[src/rtl/m68k_pkg.sv]
// Shared definitions for the 68k-style interrupt-acknowledge master:
// level/vector types, IACK FSM encoding and autovector helper.
package m68k_pkg;

   localparam int unsigned LevelW = 3;
   localparam int unsigned VecW   = 8;

   typedef logic [LevelW-1:0] level_t;
   typedef logic [VecW-1:0]   vec_t;

   localparam vec_t   AvecBaseDef    = 8'h18;
   localparam vec_t   SpuriousVecDef = 8'h18;
   localparam level_t LevelNmi       = 3'd7;

   typedef enum logic [2:0] {
      StIdle,
      StAssert,
      StWait,
      StLatch,
      StRelease
   } iack_state_e;

   function automatic vec_t autovector(input vec_t base, input level_t lvl);
      return base + vec_t'(lvl);
   endfunction

endpackage

[src/rtl/ipl_filter.sv]
// Synchronises the active-low ipl_n bus, accepts a new level only after two
// agreeing samples, and flags the rising edge of a filtered level 7.
module ipl_filter
   import m68k_pkg::*;
(
   input  logic       clk,
   input  logic       rst_n,
   input  logic [2:0] ipl_n,
   output level_t     filtered,
   output logic       nmi_edge
);

   logic [2:0] meta_q, sync_q;
   level_t     level_now, samp_q, filt_q;
   logic       was_nmi_q;

   assign level_now = level_t'(~sync_q);

   always_ff @(posedge clk or negedge rst_n) begin
      if (!rst_n) begin
         meta_q    <= '1;
         sync_q    <= '1;
         samp_q    <= '0;
         filt_q    <= '0;
         was_nmi_q <= 1'b0;
      end else begin
         meta_q    <= ipl_n;
         sync_q    <= meta_q;
         samp_q    <= level_now;
         if (level_now == samp_q) filt_q <= level_now;
         was_nmi_q <= (filt_q == LevelNmi);
      end
   end

   assign filtered = filt_q;
   assign nmi_edge = (filt_q == LevelNmi) && !was_nmi_q;

endmodule

[src/rtl/m68k_iack_master.sv]
// CPU-side interrupt request/acknowledge master: masks filtered IPL levels,
// requests the core, and runs the IACK cycle to a vectored/auto/spurious result.
module m68k_iack_master
   import m68k_pkg::*;
#(
   parameter int unsigned TIMEOUT_CYCLES = 64,
   parameter logic [7:0]  AVEC_BASE      = AvecBaseDef,
   parameter logic [7:0]  SPURIOUS_VEC   = SpuriousVecDef
) (
   input  logic       clk,
   input  logic       rst_n,
   input  logic [2:0] ipl_n,
   input  logic [2:0] int_mask,
   output logic       irq_req,
   output logic [2:0] irq_level,
   input  logic       irq_grant,
   output logic       intr_cycle_n,
   output logic [2:0] iack_level,
   input  logic       dtack_n,
   input  logic       vpa_n,
   input  logic [7:0] data_in,
   output logic       vec_valid,
   output logic [7:0] vector,
   output logic       spurious
);

   localparam int unsigned CntW = $clog2(TIMEOUT_CYCLES);
   localparam logic [CntW-1:0] CntLast = CntW'(TIMEOUT_CYCLES - 1);

   level_t      filt_level;
   logic        nmi_edge;
   logic [1:0]  term_meta_q, term_sync_q;
   logic        dtack_s, vpa_s;
   logic        nmi_q, req_d;
   level_t      lvl_d, irq_level_q, iack_q, iack_d;
   logic        irq_req_q;
   iack_state_e state_q, state_d;
   logic [CntW-1:0] cnt_q, cnt_d;
   vec_t        vec_q, vec_d;
   logic        spur_q, spur_d;

   ipl_filter u_ipl_filter (
      .clk      (clk),
      .rst_n    (rst_n),
      .ipl_n    (ipl_n),
      .filtered (filt_level),
      .nmi_edge (nmi_edge)
   );

   assign dtack_s = term_sync_q[1];
   assign vpa_s   = term_sync_q[0];

   // Level 7 is edge-triggered via the latch; a held level 7 alone never requests.
   always_comb begin
      req_d = 1'b0;
      lvl_d = '0;
      if (nmi_q || nmi_edge) begin
         req_d = 1'b1;
         lvl_d = LevelNmi;
      end else if (filt_level != LevelNmi && filt_level > int_mask) begin
         req_d = 1'b1;
         lvl_d = filt_level;
      end
   end

   always_comb begin
      state_d = state_q;
      iack_d  = iack_q;
      cnt_d   = cnt_q;
      vec_d   = vec_q;
      spur_d  = spur_q;
      unique case (state_q)
         StIdle: begin
            if (irq_req_q && irq_grant) begin
               iack_d  = irq_level_q;
               state_d = StAssert;
            end
         end
         StAssert: begin
            cnt_d   = '0;
            state_d = StWait;
         end
         StWait: begin
            cnt_d = cnt_q + 1'b1;
            if (!vpa_s) begin
               vec_d   = autovector(AVEC_BASE, iack_q);
               spur_d  = 1'b0;
               state_d = StLatch;
            end else if (!dtack_s) begin
               vec_d   = data_in;
               spur_d  = 1'b0;
               state_d = StLatch;
            end else if (cnt_q == CntLast) begin
               vec_d   = SPURIOUS_VEC;
               spur_d  = 1'b1;
               state_d = StLatch;
            end
         end
         StLatch:   state_d = StRelease;
         StRelease: if (dtack_s && vpa_s) state_d = StIdle;
         default:   state_d = StIdle;
      endcase
   end

   always_ff @(posedge clk or negedge rst_n) begin
      if (!rst_n) begin
         term_meta_q <= '1;
         term_sync_q <= '1;
         nmi_q       <= 1'b0;
         irq_req_q   <= 1'b0;
         irq_level_q <= '0;
         state_q     <= StIdle;
         iack_q      <= '0;
         cnt_q       <= '0;
         vec_q       <= '0;
         spur_q      <= 1'b0;
      end else begin
         term_meta_q <= {dtack_n, vpa_n};
         term_sync_q <= term_meta_q;
         if (nmi_edge) nmi_q <= 1'b1;
         else if (state_q == StLatch && iack_q == LevelNmi) nmi_q <= 1'b0;
         irq_req_q   <= req_d;
         irq_level_q <= lvl_d;
         state_q     <= state_d;
         iack_q      <= iack_d;
         cnt_q       <= cnt_d;
         vec_q       <= vec_d;
         spur_q      <= spur_d;
      end
   end

   // Decoded from state so an async reset releases the strobe immediately.
   assign intr_cycle_n = !(state_q == StAssert || state_q == StWait);
   assign vec_valid    = (state_q == StLatch);
   assign irq_req      = irq_req_q;
   assign irq_level    = irq_level_q;
   assign iack_level   = iack_q;
   assign vector       = vec_q;
   assign spurious     = spur_q;

endmodule

[config.mk]
export PLATFORM = sky130hd
export DESIGN_NAME = m68k_iack_master
export DESIGN_NICKNAME = d
export VERILOG_FILES = /design/src/rtl/m68k_pkg.sv /design/src/rtl/ipl_filter.sv /design/src/rtl/m68k_iack_master.sv
export SDC_FILE = /design/constraint.sdc
export NUM_CORES = 1
export LEC_CHECK = 0
export CORE_UTILIZATION = 50
export CTS_CLUSTER_DIAMETER = 40
export DETAILED_ROUTE_END_ITERATION = 7
export PLACE_DENSITY = 0.8
export SLEW_MARGIN = 5
export SYNTH_ARGS = -nofsm -noshare
export SYNTH_HDL_FRONTEND = slang
export SYNTH_SLANG_ARGS = --single-unit
export TNS_END_PERCENT = 20
[constraint.sdc]
create_clock -name clk -period 1.9 [get_ports clk]
set_input_delay 0.285 -clock clk [delete_from_list [all_inputs] [get_ports clk]]
set_output_delay 0.285 -clock clk [all_outputs]
set_load 0.01 [all_outputs]
Yosys cells after proc, flatten, opt, wreduce, memory -nomap -nowiden
Cells that the tools add are included.

word-level totals
  logic and storage cells = 66
  flip-flop bits (word level) = 43
  input port bits = 19
  output and inout bits = 18

operators by class
  bitwise operators = 1
  $lt $le $gt $ge = 1
  $add $sub $neg = 2
  multiplexer cells = 19
  reduce and logical (&&, ||, !) cells = 15
  eq/ne operators = 13

operators with widths
  cell                                                   count
  two-way mux 8 bit                                      3
  two-way mux 3 bit                                      7
  one-hot mux 3 bit (5 select lines)                     1
  one-hot mux 6 bit (2 select lines)                     1
  equality test 3 bit, second input constant             3
  two-way mux 1 bit                                      7
  adder 5 x 3 -> 6 bit, first input constant             1
  adder 6 x 1 -> 6 bit, second input constant            1
  equality test 3 x 2 -> 1 bit, second input constant    2
  equality test 6 bit, second input constant             1
  logical AND 1 bit                                      5
  inequality test 2 bit, second input constant           2
  inequality test 4 bit, second input constant           1
  AND reduction 2 bit                                    2
  nonzero test 2 bit                                     2
  equality test 3 x 1 -> 1 bit, second input constant    1
  equality test 3 bit                                    1
  greater-than comparator 3 bit                          1
  logical NOT 3 bit                                      1
  inequality test 3 x 2 -> 1 bit, second input constant  1
  inequality test 3 bit, second input constant           1
  inverter 3 bit                                         1
  AND reduction 3 bit                                    1
  logical NOT 1 bit                                      2
  logical OR 1 bit                                       2

Logic depth before layout (Yosys ltp)
  depth after elaboration = 5
  gate-level depth with buffers = 6
  gate-level depth less buffers = 6

By module
From an unflattened synthesis, not the netlist that was laid out.

second synthesis, totals
  cell total of the unflattened synthesis = 160
  area total of the unflattened synthesis = 1849.3 µm²

by module, submodules not included
  module            instances  area an instance (µm²)  cells each  seq. area each (µm²)
  m68k_iack_master  1          1411.4                  131         755.7
  ipl_filter        1          437.9                   29          332.8

Worst setup path before layout
Ideal clock, no wire load.

  kind = reg2reg
  start point = reg cnt_q[0]
  end point = reg vec_q[0], in the netlist vector[0]
  buffers on the path = 1
  library setup time = 125 ps
  slack = 258 ps
  arrival = 1518 ps
  required time = 1775 ps
  period minus slack after synthesis = 1642 ps
  stages on the path, launching flop included = 7
  cells stage by stage = dfrtp_1 -> ha_1 -> nand3_1 -> or2_2 -> buf_2 -> a21oi_4 -> mux2_2

on the way
  cells in the longest elaborated chain, start to end = 3

RTL lines
  element                                          RTL line                 source
  from (decl)                                      m68k_iack_master.sv:38   logic [CntW-1:0] cnt_q, cnt_d;
  from (signal assigned)                           m68k_iack_master.sv:126  cnt_q <= cnt_d;
  equality test 6 bit                              m68k_iack_master.sv:93   end else if (cnt_q == CntLast) begin
  inequality test 3 x 2 -> 1 bit (no source line)  n/a
  AND reduction 2 bit (no source line)             n/a
  to (signal assigned)                             m68k_iack_master.sv:127  vec_q <= vec_d;
  to (decl)                                        m68k_iack_master.sv:39   vec_t vec_q, vec_d;

No other way between the ends.
A chain may end at the register's enable or synchronous reset.

Worst setup path in the final report
  start point = reg state_q[1]
  end point = out vec_valid

on the way
  cells in the longest elaborated chain, start to end = 1

RTL lines
  element                       RTL line                 source
  from (decl)                   m68k_iack_master.sv:37   iack_state_e state_q, state_d;
  from (signal assigned)        m68k_iack_master.sv:112  state_q <= StIdle;
  from (signal assigned)        m68k_iack_master.sv:124  state_q <= state_d;
  equality test 3 x 2 -> 1 bit  m68k_iack_master.sv:134  assign vec_valid = (state_q == StLatch);
  to (decl)                     m68k_iack_master.sv:22   output logic vec_valid,

No other way between the ends.

==> results.py <==
metrics = {
    "timing": {
        "period_needed_ns": 1.85,
        "max_freq_mhz": 541,
        "period_share": 0.972,
        "finalMaxSlewViolations": 0,
        "hold_viol": 0,
        "maxSlewHeadroom": 0.658,
        "setup_viol": 0,
        "worstMarginPinSlew_ns": 0.512,
        "setup_ws_ns": 0.0527,
        "fin_tns_setup_ns": 0,
        "rsz0062_at_grt": "false",
        "clock_skew_ns": 0.0157,
    },
    "place": {
        "globalplace.congestion": 0.769,
        "pre_cts_ws_ns": 0.0572,
        "dp.cells": 245,
        "port_buffers": 36,
        "place_hpwl_microns": 2450,
    },
    "clock_tree": {
        "insertion_delay_ns": 0.35,
        "cts_sinks": 43,
        "htree_levels": 2,
        "cts_tree": "yes",
        "clock_path_buffers": 2,
        "cts_buffers": 5,
        "path_clk_slew_ns": 0.12,
        "root_buffer": "clkbuf_4",
    },
    "floorplanning": {
        "start_util": 0.527,
        "design.core.area_sq_mm": 0.00336,
        "io_pins": 37,
        "fp.dieH_microns": 61.5,
        "die_w_microns": 61.5,
        "dieArea_sq_mm": 0.00379,
        "row_count": 21,
    },
    "routing": {
        "wire_per_inst_microns": 13.2,
        "drt_first_iter_violations": 64,
        "drc_errors": 0,
        "wl_microns": 3360,
        "first_pass_iters": 4,
        "antenna_left": 0,
        "viasPerCell": 5.27,
        "num_vias": 1343,
    },
    "worst_setup_path": {
        "r2r_cells": 5,
        "cp-end-kind": "output port",
        "cp-start-kind": "flip-flop",
        "r2r-end": "vector[0]",
        "cp_cell_sequence": "buf_4, buf_4, and3b_2, dlygate4sd2_1",
        "crit_slowest_cell": "dfrtp_1",
        "cp_common_cell": "buf_4",
        "r2r_slack_ns": 0.13,
        "cpPeakStageDelay_ns": 0.42,
        "arrival_ns": 1.56,
        "crit_required_ns": 1.62,
        "worst-path-buf-inv": 3,
        "critPathKind": "reg -> out",
        "cp_top_family": "buffers and inverters",
        "cp_max_fo": 4,
        "r2r-start": "cnt_q[0]",
    },
    "synth": {
        "syn_area_per_cell_sq_um": 11.1,
        "ys_warn_count": 0,
        "synth.yosys.seq_area_share": 0.614,
        "syn_inst": 160,
        "ys_ff_latch": 43,
        "netlist_area_sq_mm": 0.00177,
        "synthDistinctLibCells": 37,
        "syn_nets": 183,
    },
    "finish": {
        "fillers": 273,
        "area_growth_pct": 30.0,
        "utilization": 0.685,
        "final_layout_size_suffix_gt1_frac": 0.172,
        "final_cell_mix": "dfrtp_1, clkdlybuf4s50_1, nand2_1",
        "fin_nets": 231,
        "antenna_cells": 0,
        "layout.cells.non_filler": 255,
    },
    "pwr": {
        "power_mw": 3.16,
        "power_density_mw_per_mm2": 1370,
        "p_int_mw": 2.12,
        "p_leak_nw": 1.01,
        "switching_share": 0.330,
        "seq_power_share": 0.434,
        "switchingPower_mw": 1.04,
        "comb_power_share": 0.391,
        "clockPowerShare": 0.176,
        "peakVddDrop_uv": 596,
    },
    "hold_path": {
        "hp-start": "dtack_n",
        "hp-class": "in -> reg",
        "min_to": "term_meta_q[1]",
        "holdPathStages": 1,
    },
    "outcome": {
        "status": "finished clean",
    },
    "global_routing": {
        "antenna_found_initial": 0,
        "first_global_vias": 1286,
        "grt_pass1_wl_microns": 5570,
        "grt_use_total": 0.212,
        "overflow": 0,
        "grt_max_degree": 44,
    },
    "job": {
        "max-cap-violations": 0,
    },
}
[routing by layer]
layer | vias to the layer above | wire length [microns] | part of all wire | track usage
met3 | 4 | 185 | 0.055 | 0.0756
li1 | 649 | - | - | -
met4 | 0 | 53 | 0.016 | 0.102
met1 | 641 | 1510 | 0.45 | 0.266
met2 | 49 | 1620 | 0.48 | 0.327
met5 | - | 0 | 0 | 0
[power by group through the flow]
stage	clock (mW)	combinational (mW)	sequential [mW]
2_1_floorplan	0	0.552	1.43
3_3_place_gp	0	1.17	1.36
3_5_place_dp	0	1.21	1.39
4_1_cts	0.569	1.25	1.37
5_1_grt	0.616	1.37	1.40
6_report	0.555	1.24	1.37
[worst max-delay path by stage]
stage / startpoint / endpoint / cells after the start
after floorplan: cnt_q[0] / vector[0] / 6
after global placement: state_q[1] / intr_cycle_n / 4
after detailed placement: state_q[1] / intr_cycle_n / 4
after CTS: state_q[1] / intr_cycle_n / 4
after global routing: state_q[1] / vec_valid / 4
final: state_q[1] / vec_valid / 4
[Yosys cell counts]
library cell,n,share of area
dfrtp_1,33,0.47
nand2_1,16,0.034
o21ai_0,15,0.042
nand3_1,14,0.040
inv_1,12,0.025
dfstp_2,10,0.15
nor2_1,10,0.021
a21oi_1,7,0.020
ha_1,4,0.028
mux2_2,3,0.019
nand4_1,3,0.011
xnor2_1,3,0.015
a2bb2oi_1,2,0.0099
buf_2,2,0.0056
nand3b_1,2,0.0085
nor3b_1,2,0.0085
o31ai_1,2,0.0085
a21o_1,1,0.0042
a21oi_4,1,0.0092
a22o_1,1,0.0049
a31o_2,1,0.0049
a31oi_1,1,0.0035
and2_1,1,0.0035
and3b_2,1,0.0056
buf_6,1,0.0064
clkbuf_1,1,0.0021
nand2_4,1,0.0064
nand4b_1,1,0.0049
nor2b_1,1,0.0035
nor3_1,1,0.0028
nor4_1,1,0.0035
o211ai_1,1,0.0042
o21ai_1,1,0.0028
or2_2,1,0.0035
or3_1,1,0.0035
or3b_1,1,0.0049
or3b_2,1,0.0049
[layout make-up]
| class | instances | area [sq um] | area share |
|---|---|---|---|
| clock buffer | 7 | 45.0 | 0.0196 |
| tap | 46 | 57.6 | 0.0250 |
| multi-input combinational | 101 | 618 | 0.268 |
| inverter | 12 | 45.0 | 0.0196 |
| timing repair buffer | 45 | 419 | 0.182 |
| sequential | 43 | 1090 | 0.473 |
| clock inverter | 1 | 30.0 | 0.0130 |
[worst reg2reg max path: cells and delay by family (launching register included)]
| family | cells | cell delay [ns] |
|---|---|---|
| AOI/OAI and AO/OA | 1 | 0.19 |
| muxes | 1 | 0.36 |
| DFF | 1 | 0.41 |
| and+or+nand+nor | 2 | 0.46 |
| adders and majority gates | 1 | 0.23 |
[kinds of logic after synthesis]
| logic type | synth area share |
|---|---|
| compound gates | 0.114 |
| flops | 0.614 |
| xor+xnor | 0.0148 |
| buf+inv | 0.0395 |
| mux | 0.0191 |
| fa+ha+maj | 0.0282 |
| simple gates | 0.170 |
[repair_timing]
item | 4_1_cts | 5_1_grt
hold buffers | 1 | 0
setup endpoints to repair | 2 | 1
buffers inserted | 1 | 0
pin swaps | 2 | 0
endpoints found under the hold margin | 23 | 0
gates resized for setup | 5 | 1
gates cloned | 0 | 0
[sequential cells by signal, summed over array words and instances (netlist names), 2 cells and up]
name and flops:
cnt_q 6, iack_level 3, irq_level 3, state_q 3, term_meta_q 2, term_sync_q 2
u_ipl_filter.filtered 3, u_ipl_filter.meta_q 3, u_ipl_filter.samp_q 3, u_ipl_filter.sync_q 3, vector 8
[stage by stage]
stage / instance area (sq um) / hold WS, ns
floorplan: 1770 / -0.0106
global placement: 2210 / 0.346
detailed placement: 2210 / 0.347
CTS: 2310 / 0.303
global route: 2300 / 0.301
finish: 2300 / 0.320
Power figures use the tool's default switching activity.
